$ cat src/rtl/pipe_seq_ctrl_pkg.sv
// Shared encodings for the fetch/decode/execute sequencer: 4-bit state codes,
// 3-bit opcode classes and strobe-vector bit positions with their state decode.
package pipe_seq_ctrl_pkg;

    typedef enum logic [3:0] {
        ST_CHECK    = 4'd0,
        ST_FETCH    = 4'd1,
        ST_LATCH    = 4'd2,
        ST_DECODE   = 4'd3,
        ST_EXEC     = 4'd4,
        ST_BR       = 4'd5,
        ST_MEM      = 4'd6,
        ST_MEM_WB   = 4'd7,
        ST_IO_REQ   = 4'd8,
        ST_IO_REL   = 4'd9,
        ST_RETIRE   = 4'd10,
        ST_HALT     = 4'd11,
        ST_INT_SAVE = 4'd12,
        ST_INT_VEC  = 4'd13,
        ST_ERROR    = 4'd14
    } state_t;

    typedef enum logic [2:0] {
        CLS_NOP     = 3'd0,
        CLS_ALU     = 3'd1,
        CLS_LOAD    = 3'd2,
        CLS_STORE   = 3'd3,
        CLS_BRANCH  = 3'd4,
        CLS_IO      = 3'd5,
        CLS_HALT    = 3'd6,
        CLS_ILLEGAL = 3'd7
    } cls_t;

    localparam int SB_I_REQ    = 0;
    localparam int SB_D_REQ    = 1;
    localparam int SB_D_WE     = 2;
    localparam int SB_HS_OUT   = 3;
    localparam int SB_IR_LD    = 4;
    localparam int SB_PC_INC   = 5;
    localparam int SB_PC_LD    = 6;
    localparam int SB_ALU_GO   = 7;
    localparam int SB_RF_WE    = 8;
    localparam int SB_INT_SAVE = 9;
    localparam int SB_INT_ACK  = 10;
    localparam int SB_RETIRE   = 11;
    localparam int SB_HALTED   = 12;
    localparam int SB_ERR      = 13;
    localparam int SB_NUM      = 14;

    // Moore decode: every output is a pure function of the state (plus latched class).
    function automatic logic [SB_NUM-1:0] decode_strobes(state_t s, cls_t c);
        logic [SB_NUM-1:0] v;
        v = '0;
        case (s)
            ST_FETCH:    v[SB_I_REQ] = 1'b1;
            ST_LATCH:    begin v[SB_IR_LD] = 1'b1; v[SB_PC_INC] = 1'b1; end
            ST_EXEC:     begin v[SB_ALU_GO] = 1'b1; v[SB_RF_WE] = 1'b1; end
            ST_BR:       v[SB_PC_LD] = 1'b1;
            ST_MEM:      begin v[SB_D_REQ] = 1'b1; v[SB_D_WE] = (c == CLS_STORE); end
            ST_MEM_WB:   v[SB_RF_WE] = 1'b1;
            ST_IO_REQ:   v[SB_HS_OUT] = 1'b1;
            ST_RETIRE:   v[SB_RETIRE] = 1'b1;
            ST_HALT:     v[SB_HALTED] = 1'b1;
            ST_INT_SAVE: v[SB_INT_SAVE] = 1'b1;
            ST_INT_VEC:  begin v[SB_PC_LD] = 1'b1; v[SB_INT_ACK] = 1'b1; end
            ST_ERROR:    v[SB_ERR] = 1'b1;
            default:     v = '0;
        endcase
        return v;
    endfunction

endpackage

$ cat src/rtl/pipe_seq_ctrl_if.sv
// Instruction-memory, data-memory and four-phase I/O handshakes between the
// sequencer (master) and the memory/I/O side (slave).
interface pipe_seq_ctrl_if;
    logic i_req;
    logic i_odv;
    logic d_req;
    logic d_we;
    logic d_odv;
    logic hs_out;
    logic hs_in;

    modport master (
        output i_req, d_req, d_we, hs_out,
        input  i_odv, d_odv, hs_in
    );

    modport slave (
        input  i_req, d_req, d_we, hs_out,
        output i_odv, d_odv, hs_in
    );
endinterface

$ cat src/rtl/pipe_seq_ctrl_wait_timer.sv
// Handshake watchdog: counts consecutive unmet wait cycles and flags the cycle
// on which the WAIT_MAX-th unmet cycle occurs.
module pipe_seq_ctrl_wait_timer #(
    parameter int WAIT_MAX = 255
) (
    input  logic clk,
    input  logic rst,
    input  logic clr,
    input  logic en,
    output logic hit
);
    localparam int TW = $clog2(WAIT_MAX + 1);

    logic [TW-1:0] count_reg;

    always_ff @(posedge clk or posedge rst) begin
        if (rst) begin
            count_reg <= '0;
        end else if (clr) begin
            count_reg <= '0;
        end else if (en) begin
            count_reg <= count_reg + 1'b1;
        end
    end

    // Never runs past WAIT_MAX-1: a hit forces the FSM out of the wait state.
    assign hit = en && (count_reg == TW'(WAIT_MAX - 1));
endmodule

$ cat src/rtl/pipe_seq_ctrl.sv
// Fetch/decode/execute sequencer with interrupt entry, HALT, retire counter and
// sticky error. Optional handshake watchdog enabled by defining CTRL_TIMEOUT_EN.
module pipe_seq_ctrl
    import pipe_seq_ctrl_pkg::*;
#(
    parameter int OPC_W    = 6,
    parameter int CNT_W    = 16,
    parameter int WAIT_MAX = 255
) (
    input  logic             g_clk,
    input  logic             g_clr,
    input  logic [OPC_W-1:0] opcode,
    input  logic             i_pending,
    pipe_seq_ctrl_if.master  bus,
    output logic             ir_ld,
    output logic             pc_inc,
    output logic             pc_ld,
    output logic             alu_go,
    output logic             rf_we,
    output logic             int_save,
    output logic             int_ack,
    output logic             retire,
    output logic [CNT_W-1:0] retire_cnt,
    output logic             halted,
    output logic             err,
    output logic [3:0]       state_o
);
    state_t              state_reg, state_next;
    cls_t                cls_reg, cls_next;
    cls_t                opc_cls;
    logic [SB_NUM-1:0]   strobe_reg;
    logic [CNT_W-1:0]    retire_cnt_reg;
    logic                timeout_hit;
    logic                opc_unused;

    assign opc_cls    = cls_t'(opcode[OPC_W-1 -: 3]);
    assign opc_unused = ^opcode;

`ifdef CTRL_TIMEOUT_EN
    logic wait_en;

    always_comb begin
        wait_en = 1'b0;
        case (state_reg)
            ST_FETCH:  wait_en = !bus.i_odv;
            ST_MEM:    wait_en = !bus.d_odv;
            ST_IO_REQ: wait_en = !bus.hs_in;
            ST_IO_REL: wait_en = bus.hs_in;
            default:   wait_en = 1'b0;
        endcase
    end

    pipe_seq_ctrl_wait_timer #(
        .WAIT_MAX(WAIT_MAX)
    ) u_wait_timer (
        .clk(g_clk),
        .rst(g_clr),
        .clr(!wait_en),
        .en (wait_en),
        .hit(timeout_hit)
    );
`else
    localparam int wait_max_unused = WAIT_MAX;
    assign timeout_hit = 1'b0;
`endif

    always_comb begin
        state_next = state_reg;
        cls_next   = cls_reg;
        case (state_reg)
            ST_CHECK:    state_next = i_pending ? ST_INT_SAVE : ST_FETCH;
            ST_INT_SAVE: state_next = ST_INT_VEC;
            ST_INT_VEC:  state_next = ST_FETCH;
            ST_FETCH: begin
                if (bus.i_odv)        state_next = ST_LATCH;
                else if (timeout_hit) state_next = ST_ERROR;
            end
            ST_LATCH:    state_next = ST_DECODE;
            ST_DECODE: begin
                cls_next = opc_cls;
                case (opc_cls)
                    CLS_NOP:    state_next = ST_RETIRE;
                    CLS_ALU:    state_next = ST_EXEC;
                    CLS_LOAD:   state_next = ST_MEM;
                    CLS_STORE:  state_next = ST_MEM;
                    CLS_BRANCH: state_next = ST_BR;
                    CLS_IO:     state_next = ST_IO_REQ;
                    CLS_HALT:   state_next = ST_HALT;
                    default:    state_next = ST_ERROR;
                endcase
            end
            ST_EXEC:     state_next = ST_RETIRE;
            ST_BR:       state_next = ST_RETIRE;
            ST_MEM: begin
                // A met handshake beats a watchdog hit on the same cycle.
                if (bus.d_odv)        state_next = (cls_reg == CLS_LOAD) ? ST_MEM_WB : ST_RETIRE;
                else if (timeout_hit) state_next = ST_ERROR;
            end
            ST_MEM_WB:   state_next = ST_RETIRE;
            ST_IO_REQ: begin
                if (bus.hs_in)        state_next = ST_IO_REL;
                else if (timeout_hit) state_next = ST_ERROR;
            end
            ST_IO_REL: begin
                if (!bus.hs_in)       state_next = ST_RETIRE;
                else if (timeout_hit) state_next = ST_ERROR;
            end
            ST_RETIRE:   state_next = ST_CHECK;
            ST_HALT:     if (i_pending) state_next = ST_INT_SAVE;
            ST_ERROR:    state_next = ST_ERROR;
            default:     state_next = ST_ERROR;
        endcase
    end

    // Strobes are registered from the next state so they align with state_reg.
    always_ff @(posedge g_clk or posedge g_clr) begin
        if (g_clr) begin
            state_reg      <= ST_CHECK;
            cls_reg        <= CLS_NOP;
            strobe_reg     <= '0;
            retire_cnt_reg <= '0;
        end else begin
            state_reg  <= state_next;
            cls_reg    <= cls_next;
            strobe_reg <= decode_strobes(state_next, cls_next);
            if (state_reg == ST_RETIRE) begin
                retire_cnt_reg <= retire_cnt_reg + 1'b1;
            end
        end
    end

    assign bus.i_req  = strobe_reg[SB_I_REQ];
    assign bus.d_req  = strobe_reg[SB_D_REQ];
    assign bus.d_we   = strobe_reg[SB_D_WE];
    assign bus.hs_out = strobe_reg[SB_HS_OUT];
    assign ir_ld      = strobe_reg[SB_IR_LD];
    assign pc_inc     = strobe_reg[SB_PC_INC];
    assign pc_ld      = strobe_reg[SB_PC_LD];
    assign alu_go     = strobe_reg[SB_ALU_GO];
    assign rf_we      = strobe_reg[SB_RF_WE];
    assign int_save   = strobe_reg[SB_INT_SAVE];
    assign int_ack    = strobe_reg[SB_INT_ACK];
    assign retire     = strobe_reg[SB_RETIRE];
    assign halted     = strobe_reg[SB_HALTED];
    assign err        = strobe_reg[SB_ERR];
    assign retire_cnt = retire_cnt_reg;
    assign state_o    = state_reg;
endmodule
$ cat src/flat_wrapper.sv
// flat-port wrapper written by rule: the top's interface ports become plain ports
module pipe_seq_ctrl_flat import pipe_seq_ctrl_pkg::*;
#(
    parameter int OPC_W    = 6,
    parameter int CNT_W    = 16,
    parameter int WAIT_MAX = 255
)
  (g_clk, g_clr, opcode, i_pending, ir_ld, pc_inc, pc_ld, alu_go, rf_we, int_save, int_ack, retire, retire_cnt, halted, err, state_o, bus_i_req, bus_d_req, bus_d_we, bus_hs_out, bus_i_odv, bus_d_odv, bus_hs_in);
  pipe_seq_ctrl_if bus_i ();
  input  logic g_clk;
  input  logic g_clr;
  input  logic [OPC_W-1:0] opcode;
  input  logic i_pending;
  output logic ir_ld;
  output logic pc_inc;
  output logic pc_ld;
  output logic alu_go;
  output logic rf_we;
  output logic int_save;
  output logic int_ack;
  output logic retire;
  output logic [CNT_W-1:0] retire_cnt;
  output logic halted;
  output logic err;
  output logic [3:0] state_o;
  output wire logic [$bits(bus_i.i_req)-1:0] bus_i_req;
  output wire logic [$bits(bus_i.d_req)-1:0] bus_d_req;
  output wire logic [$bits(bus_i.d_we)-1:0] bus_d_we;
  output wire logic [$bits(bus_i.hs_out)-1:0] bus_hs_out;
  input wire logic [$bits(bus_i.i_odv)-1:0] bus_i_odv;
  input wire logic [$bits(bus_i.d_odv)-1:0] bus_d_odv;
  input wire logic [$bits(bus_i.hs_in)-1:0] bus_hs_in;
  assign bus_i_req = bus_i.i_req;
  assign bus_d_req = bus_i.d_req;
  assign bus_d_we = bus_i.d_we;
  assign bus_hs_out = bus_i.hs_out;
  assign bus_i.i_odv = bus_i_odv;
  assign bus_i.d_odv = bus_d_odv;
  assign bus_i.hs_in = bus_hs_in;
  pipe_seq_ctrl #(.OPC_W(OPC_W), .CNT_W(CNT_W), .WAIT_MAX(WAIT_MAX)) u_core (.g_clk(g_clk), .g_clr(g_clr), .opcode(opcode), .i_pending(i_pending), .bus(bus_i), .ir_ld(ir_ld), .pc_inc(pc_inc), .pc_ld(pc_ld), .alu_go(alu_go), .rf_we(rf_we), .int_save(int_save), .int_ack(int_ack), .retire(retire), .retire_cnt(retire_cnt), .halted(halted), .err(err), .state_o(state_o));
endmodule
$ cat config.mk
export PLATFORM = sky130hd
export DESIGN_NAME = pipe_seq_ctrl_flat
export DESIGN_NICKNAME = d
export VERILOG_FILES = /design/src/rtl/pipe_seq_ctrl_pkg.sv /design/src/rtl/pipe_seq_ctrl_if.sv /design/src/rtl/pipe_seq_ctrl_wait_timer.sv /design/src/rtl/pipe_seq_ctrl.sv /design/src/flat_wrapper.sv
export SDC_FILE = /design/constraint.sdc
export NUM_CORES = 1
export LEC_CHECK = 0
export CAP_MARGIN = 5
export CORE_MARGIN = 3
export CORE_UTILIZATION = 45
export DETAILED_ROUTE_END_ITERATION = 6
export DONT_BUFFER_PORTS = 1
export PLACE_DENSITY = 0.62
export REMOVE_ABC_BUFFERS = 1
export SLEW_MARGIN = 20
export SYNTH_ARGS = -nofsm -noshare
export SYNTH_HDL_FRONTEND = slang
export SYNTH_SLANG_ARGS = --single-unit
$ cat constraint.sdc
create_clock -name g_clk -period 3.3 [get_ports g_clk]
set_clock_uncertainty 0.15 [all_clocks]
set_input_delay 0.165 -clock g_clk [delete_from_list [all_inputs] [get_ports g_clk]]
set_output_delay 0.165 -clock g_clk [all_outputs]
set_load 0.01 [all_outputs]
==> results.py, run 1 <==
metrics = {
    "status": {
        "status": "finished, final reports clean",
    },
    "synthesis": {
        "ys_types": 47,
        "synth_ff_type": "dfrtp_1",
        "ys_seq_area_share_pct": 50.2,
        "yosys_register_bits": 36,
        "ys.warnings.count": 0,
        "syn-cell-area_sq_mm": 0.00179,
        "syn_inst": 159,
        "synthArstFlopShare_pct": 100,
        "avgSynthCellArea_sq_um": 11.3,
        "synth_top_cell_area_share_pct": 50.2,
        "synth_top_cell_by_area": "dfrtp_1",
        "ys_top_cells_by_area": "dfrtp_1 (50%), xnor2_1 (6.3%), nand2_1 (2.5%)",
        "synth_edf_count": 0,
    },
    "floorplan": {
        "row_count": 22,
        "fp.dieH_microns": 69.1,
        "ios": 46,
        "initial_core_util_pct": 47.9,
        "die_x_microns": 69.1,
        "die_area_sq_mm": 0.00478,
        "coreArea_sq_mm": 0.00374,
    },
    "global_route": {
        "first_global_vias": 1202,
        "grt_first_pass_wirelength_microns": 5680,
        "grt_max_degree": 37,
        "antenna_found_initial": 0,
        "track_usage_pct": 14.5,
        "gr-total-overflow": 0,
    },
    "clock_tree": {
        "cts_max_level": 2,
        "clkLatencyLatePin_ns": 0.27,
        "clock_path_buffers": 2,
        "path_clk_slew_ns": 0.07,
        "cts-root-buf": "clkbuf_8",
        "cts_resized": 0,
        "cts_tree": "done",
        "cts.sink_count": 36,
        "numCtsBuffers": 5,
        "postCtsSetupBuffers": 0,
        "ctsHoldBuffers": 5,
    },
    "routing": {
        "via_count": 1183,
        "drtIter0Drc": 41,
        "first_pass_iters": 5,
        "post-route-drc-count": 0,
        "wirelength_microns": 3330,
        "ant_nets": 0,
        "post_drt_wl_per_cell_microns": 15.6,
        "drt-vias-per-instance": 5.53,
    },
    "sta": {
        "layout_setup_ws_ns": 1.07,
        "tns_ns": 0,
        "fin_crit_ns": 2.23,
        "setup_violations": 0,
        "grt_setup_unrepaired": "false",
        "slew_viol_final": 0,
        "timing.hold.ws_ns": 0.0486,
        "relSlewSlack_pct": 61.3,
        "fmax_mhz": 448,
        "hold_violations": 0,
        "tightestPinTransition_ns": 0.581,
        "finalCritPeriodShare_pct": 67.6,
    },
    "setup_path": {
        "slowest_stage": "dfrtp_1",
        "cp.buffers_inverters": 0,
        "cpLargestDelayFamily": "simple AND/OR/NAND/NOR gates",
        "cpPeakStageDelay_ns": 0.70,
        "path_cells": "and2b_4, nand2_2, nor4_4, nor4_4, nand2_2, nor3b_2",
        "end_kind": "flip-flop",
        "cp.required_ns": 3.34,
        "r2r-start": "u_core.state_o[3]$_DFF_PP0_",
        "path_max_fanout": 12,
        "reg2reg_slack_ns": 1.07,
        "regToRegEndpoint": "u_core.strobe_reg[9]$_DFF_PP0_",
        "arrival_ns": 2.27,
        "critPathKind": "flip-flop to flip-flop",
        "worst_r2r_path_depth": 6,
        "worst_setup_path_start_kind": "flip-flop",
    },
    "hold_path": {
        "holdCritPathClass": "input port to flip-flop",
        "hold_start": "opcode[5]",
        "hold_end": "u_core.state_o[1]$_DFF_PP0_",
        "hold_depth": 2,
    },
    "power": {
        "irDropWorstVdd_uv": 432,
        "power-per-cell-area_mw_per_mm2": 814,
        "p_leak_nw": 0.861,
    },
    "layout": {
        "final_core_util_pct": 52.1,
        "largest_reg_flops": 16,
        "drive_above_1_share_pct": 20.5,
        "num-nets-final": 179,
        "antennaDiodeCount": 0,
        "design_area_sq_mm": 0.00195,
        "num-fill-cells": 360,
        "syn2layout_area_growth_pct": 8.79,
    },
    "place": {
        "gp_congestion": 0.881,
        "placed_cell_area_sq_mm": 0.00181,
        "dp_slack_ns": 1.10,
        "port-buffer-count": 0,
        "place_hpwl_microns": 2380,
    },
    "flow_run": {
        "drv_cap": 0,
    },
}
-- per-stage QoR --
stage	total power, mW	instances
5_1_grt	1.70	214
4_1_cts	1.61	214
6_report	1.59	214
3_5_place_dp	1.27	202
2_1_floorplan	1.15	153
3_3_place_gp	1.26	202
-- synth_stat cells (2+ instances only) --
master,number
a21oi_1,3
a21oi_2,3
and3_1,5
buf_4,3
buf_6,3
dfrtp_1,36
inv_1,6
mux2_2,3
nand2_1,12
nand2_2,2
nand3_1,7
nand3_2,3
nand4_1,4
nor2_1,10
nor2_2,2
nor3_1,3
nor3_2,3
nor4_4,2
o21ai_0,3
or2_1,4
xnor2_1,13
xor2_1,4
-- kinds of logic (layout without fill, tap and decap cells) --
family,after synthesis,in the layout,share of synthesized area (%)
AND/OR/NAND/NOR,70,70,26.0
adder cells (fa/ha/maj),1,1,0.697
multiplexers,4,4,2.44
buffers and inverters,13,20,4.60
flip-flops,36,36,50.2
XOR/XNOR,17,17,8.30
AO/OA/AOI/OAI,18,18,7.74
-- worst register-to-register path: cells and delay by family (launching register included) --
family        cells  cell delay [ns]
simple gates      6             1.31
flops             1             0.70
-- routing by layer --
| metal | part of all wire (%) | GRT usage [%] | vias to the layer above |
|---|---|---|---|
| met5 | 0 | 0 | - |
| met4 | 0.36 | 4.12 | 0 |
| met3 | 5.7 | 6.27 | 2 |
| met2 | 51 | 24.7 | 25 |
| met1 | 43 | 16.5 | 594 |
| li1 | - | - | 562 |
-- worst max path at each step --
stage                                     start                              to  slack [ns]  cells past startpoint
floorplan           u_core.state_o[3]$_DFF_PP0_  u_core.strobe_reg[9]$_DFF_PP0_        1.38                      6
global placement    u_core.state_o[3]$_DFF_PP0_  u_core.strobe_reg[9]$_DFF_PP0_        1.12                      6
detailed placement  u_core.state_o[3]$_DFF_PP0_  u_core.strobe_reg[9]$_DFF_PP0_        1.10                      6
CTS                 u_core.state_o[3]$_DFF_PP0_  u_core.strobe_reg[9]$_DFF_PP0_        1.06                      6
global route        u_core.state_o[3]$_DFF_PP0_  u_core.strobe_reg[9]$_DFF_PP0_        0.96                      6
finish              u_core.state_o[3]$_DFF_PP0_  u_core.strobe_reg[9]$_DFF_PP0_        1.07                      6
-- cell usage in the layout, fill, tap and decap left out, drive strengths merged, types with 2 or more instances in the layout --
cell,instances
dlygate4sd3,5
and2b,2
or2,4
xnor2,13
nor3,6
clkbuf,7
inv,7
a21oi,6
o21ai,4
xor2,4
nand4,4
mux2,3
nand2,14
nand3,10
and3,5
nor2,13
nor4,2
dfrtp,36
o211ai,2
-- power by group --
group          total (mW)  switching [mW]  internal [mW]  leakage [nW]
Clock               0.323           0.138          0.186        0.0503
Sequential          0.761           0.211          0.550         0.481
Combinational       0.504           0.286          0.219         0.329
Total                1.59           0.634          0.955         0.861
-- cell type report --
class | count | area (sq um) | area share [%]
Timing Repair Buffer | 6 | 57.6 | 2.95
Multi-Input combinational cell | 110 | 811 | 41.5
Tap cell | 48 | 60.1 | 3.08
Clock buffer | 7 | 96.3 | 4.94
Sequential cell | 36 | 901 | 46.2
Inverter | 7 | 26.3 | 1.35
Power figures use the tool's default switching activity.
==> inputs of run 2 (changes only) <==
--- a/config.mk
+++ b/config.mk
@@ -10,7 +10,7 @@
 export CORE_UTILIZATION = 45
 export DETAILED_ROUTE_END_ITERATION = 6
 export DONT_BUFFER_PORTS = 1
-export PLACE_DENSITY = 0.62
+export PLACE_DENSITY = 0.64
 export REMOVE_ABC_BUFFERS = 1
 export SLEW_MARGIN = 20
 export SYNTH_ARGS = -nofsm -noshare
==> constraint.sdc (replaced) <==
create_clock -name g_clk -period 1.93 [get_ports g_clk]
set_clock_uncertainty 0.15 [all_clocks]
set_input_delay 0.0965 -clock g_clk [delete_from_list [all_inputs] [get_ports g_clk]]
set_output_delay 0.0965 -clock g_clk [all_outputs]
set_load 0.01 [all_outputs]
==> run 2 against run 1 <==
  * Power rose by 100%
  * Worst setup slack got worse by 1.0 ns
  * Via count rose by 4.9%
  * Cell area rose by 12%
  * Sequential share of layout area fell by 4.8 points
  * Critical path depth rose by 1
  * Sequential power rose by 59%
  * Critical endpoint is now u_core.strobe_reg[8]$_DFF_PP0_
  * Largest power group is now combinational cells
==> results.py, run 2 (same netlist as run 1, synthesis figures left out) <==
metrics = {
    "clock_tree": {
        "cts.sink_count": 36,
        "cts-root-buf": "clkbuf_8",
        "cts_max_level": 2,
        "clock_path_buffers": 2,
        "cts_tree": "done",
        "clkLatencyLatePin_ns": 0.29,
        "numCtsBuffers": 5,
        "path_clk_slew_ns": 0.07,
    },
    "sta": {
        "tightestPinTransition_ns": 0.441,
        "fmax_mhz": 538,
        "layout_setup_ws_ns": 0.0703,
        "slew_viol_final": 0,
        "grt_setup_unrepaired": "true",
        "fin_crit_ns": 1.86,
        "finalCritPeriodShare_pct": 96.4,
        "setup_violations": 0,
        "hold_violations": 0,
        "relSlewSlack_pct": 70.6,
        "timing.hold.ws_ns": 0.0358,
        "tns_ns": 0,
    },
    "floorplan": {
        "initial_core_util_pct": 47.9,
        "fp.dieH_microns": 69.1,
        "die_area_sq_mm": 0.00478,
        "row_count": 22,
        "die_x_microns": 69.1,
        "coreArea_sq_mm": 0.00374,
        "ios": 46,
    },
    "routing": {
        "drtIter0Drc": 35,
        "wirelength_microns": 3600,
        "post-route-drc-count": 0,
        "post_drt_wl_per_cell_microns": 15.3,
        "first_pass_iters": 4,
        "ant_nets": 0,
        "drt-vias-per-instance": 5.28,
        "via_count": 1241,
    },
    "layout": {
        "stdcell_count": 235,
        "syn2layout_area_growth_pct": 22.0,
        "layout_common_cells": "dfrtp_1 (33), buf_4 (17), xnor2_1 (13)",
        "layout_commonest_cell": "dfrtp_1",
        "num-fill-cells": 326,
        "largest_reg_flops": 16,
        "drive_above_1_share_pct": 34.8,
        "antennaDiodeCount": 0,
        "num-nets-final": 199,
    },
    "global_route": {
        "grt_max_degree": 37,
        "antenna_found_initial": 0,
        "grt_first_pass_wirelength_microns": 5980,
        "gr-total-overflow": 0,
        "track_usage_pct": 15.6,
        "first_global_vias": 1236,
    },
    "power": {
        "power-per-cell-area_mw_per_mm2": 1460,
        "p_leak_nw": 0.981,
        "fin_total_pwr_mw": 3.20,
        "irDropWorstVdd_uv": 729,
    },
    "place": {
        "place_hpwl_microns": 2540,
        "port-buffer-count": 0,
        "gp_congestion": 0.836,
        "dp_cells": 214,
        "dp_slack_ns": -0.0258,
    },
    "setup_path": {
        "cp.required_ns": 2.00,
        "arrival_ns": 1.93,
        "path_max_fanout": 6,
        "worst_setup_path_start_kind": "flip-flop",
        "critPathKind": "flip-flop to flip-flop",
        "end_kind": "flip-flop",
    },
    "hold_path": {
        "holdCritPathClass": "input port to flip-flop",
    },
    "flow_run": {
        "drv_cap": 0,
    },
    "status": {
        "status": "finished, final reports clean",
    },
}
run 2: changes by cell type in the layout (fill, tap and decap cells not counted), moves of 2 or more:
cell     change
nor2_4       +2
nor2_1       -2
dfrtp_1      -3
buf_4       +16
dfrtp_2      +3
or2_4        +3
or2_1        -3
run 2: metal layers:
metal,part of all wire [%],track usage (%),wire length [microns],up-vias
met5,0,0,0,-
met4,1.2,4.77,43,0
met3,5.5,6.56,198,7
met2,51,26.3,1830,27
met1,42,17.8,1530,607
li1,-,-,-,600
run 2: area by class of cell:
type | count | area, sq um | share of cell area [%]
repair buffers | 26 | 244 | 11.1
flip-flops and latches | 36 | 905 | 41.3
clock inverters | 2 | 13.8 | 0.629
clock buffers | 6 | 82.6 | 3.77
inverters | 7 | 26.3 | 1.20
well taps | 48 | 60.1 | 2.74
multi-input cells | 110 | 857 | 39.2
run 2: worst max-delay path: stages, from the launching register on:
cell	delay, ns
dfrtp_2	0.44
and2b_4	0.29
nand2_2	0.07
nor4_4	0.25
nor4_4	0.08
buf_6	0.14
or2_4	0.24
a21oi_2	0.13
run 2: where the power goes:
| group | switching, mW | internal, mW |
|---|---|---|
| sequential | 0.265 | 0.948 |
| combinational | 0.697 | 0.720 |
| clock | 0.274 | 0.292 |
run 2: final timing paths:
check	startpoint	endpoint	slack [ns]	cells past startpoint
worst max-delay path	u_core.state_o[3]$_DFF_PP0_	u_core.strobe_reg[8]$_DFF_PP0_	0.07	7
max in group asynchronous	g_clr	u_core.state_o[2]$_DFF_PP0_	1.09	3
worst min register to register	u_core.cls_reg[2]$_DFF_PP0_	u_core.cls_reg[2]$_DFF_PP0_	0.37	2
worst min-delay path	opcode[5]	u_core.state_o[3]$_DFF_PP0_	0.04	4
worst max register to register	u_core.state_o[3]$_DFF_PP0_	u_core.strobe_reg[8]$_DFF_PP0_	0.07	7
min in group asynchronous	g_clr	u_core.retire_cnt[13]$_DFFE_PP0P_	0.19	3
run 2: repair_timing:
action,4_1_cts,5_1_grt
hold buffers,6,0
gates cloned,0,1
setup endpoints to repair,7,13
gates resized for setup,4,12
pin swaps,1,7
endpoints found under the hold margin,42,0
setup buffers,0,7
run 2: through the flow:
stage               cell area [sq um]  utilization [%]
finish                           2190             58.5
CTS                              2080             55.5
global route                     2190             58.5
detailed placement               1910             51.0
floorplan                        1740                -
global placement                 1910             51.0
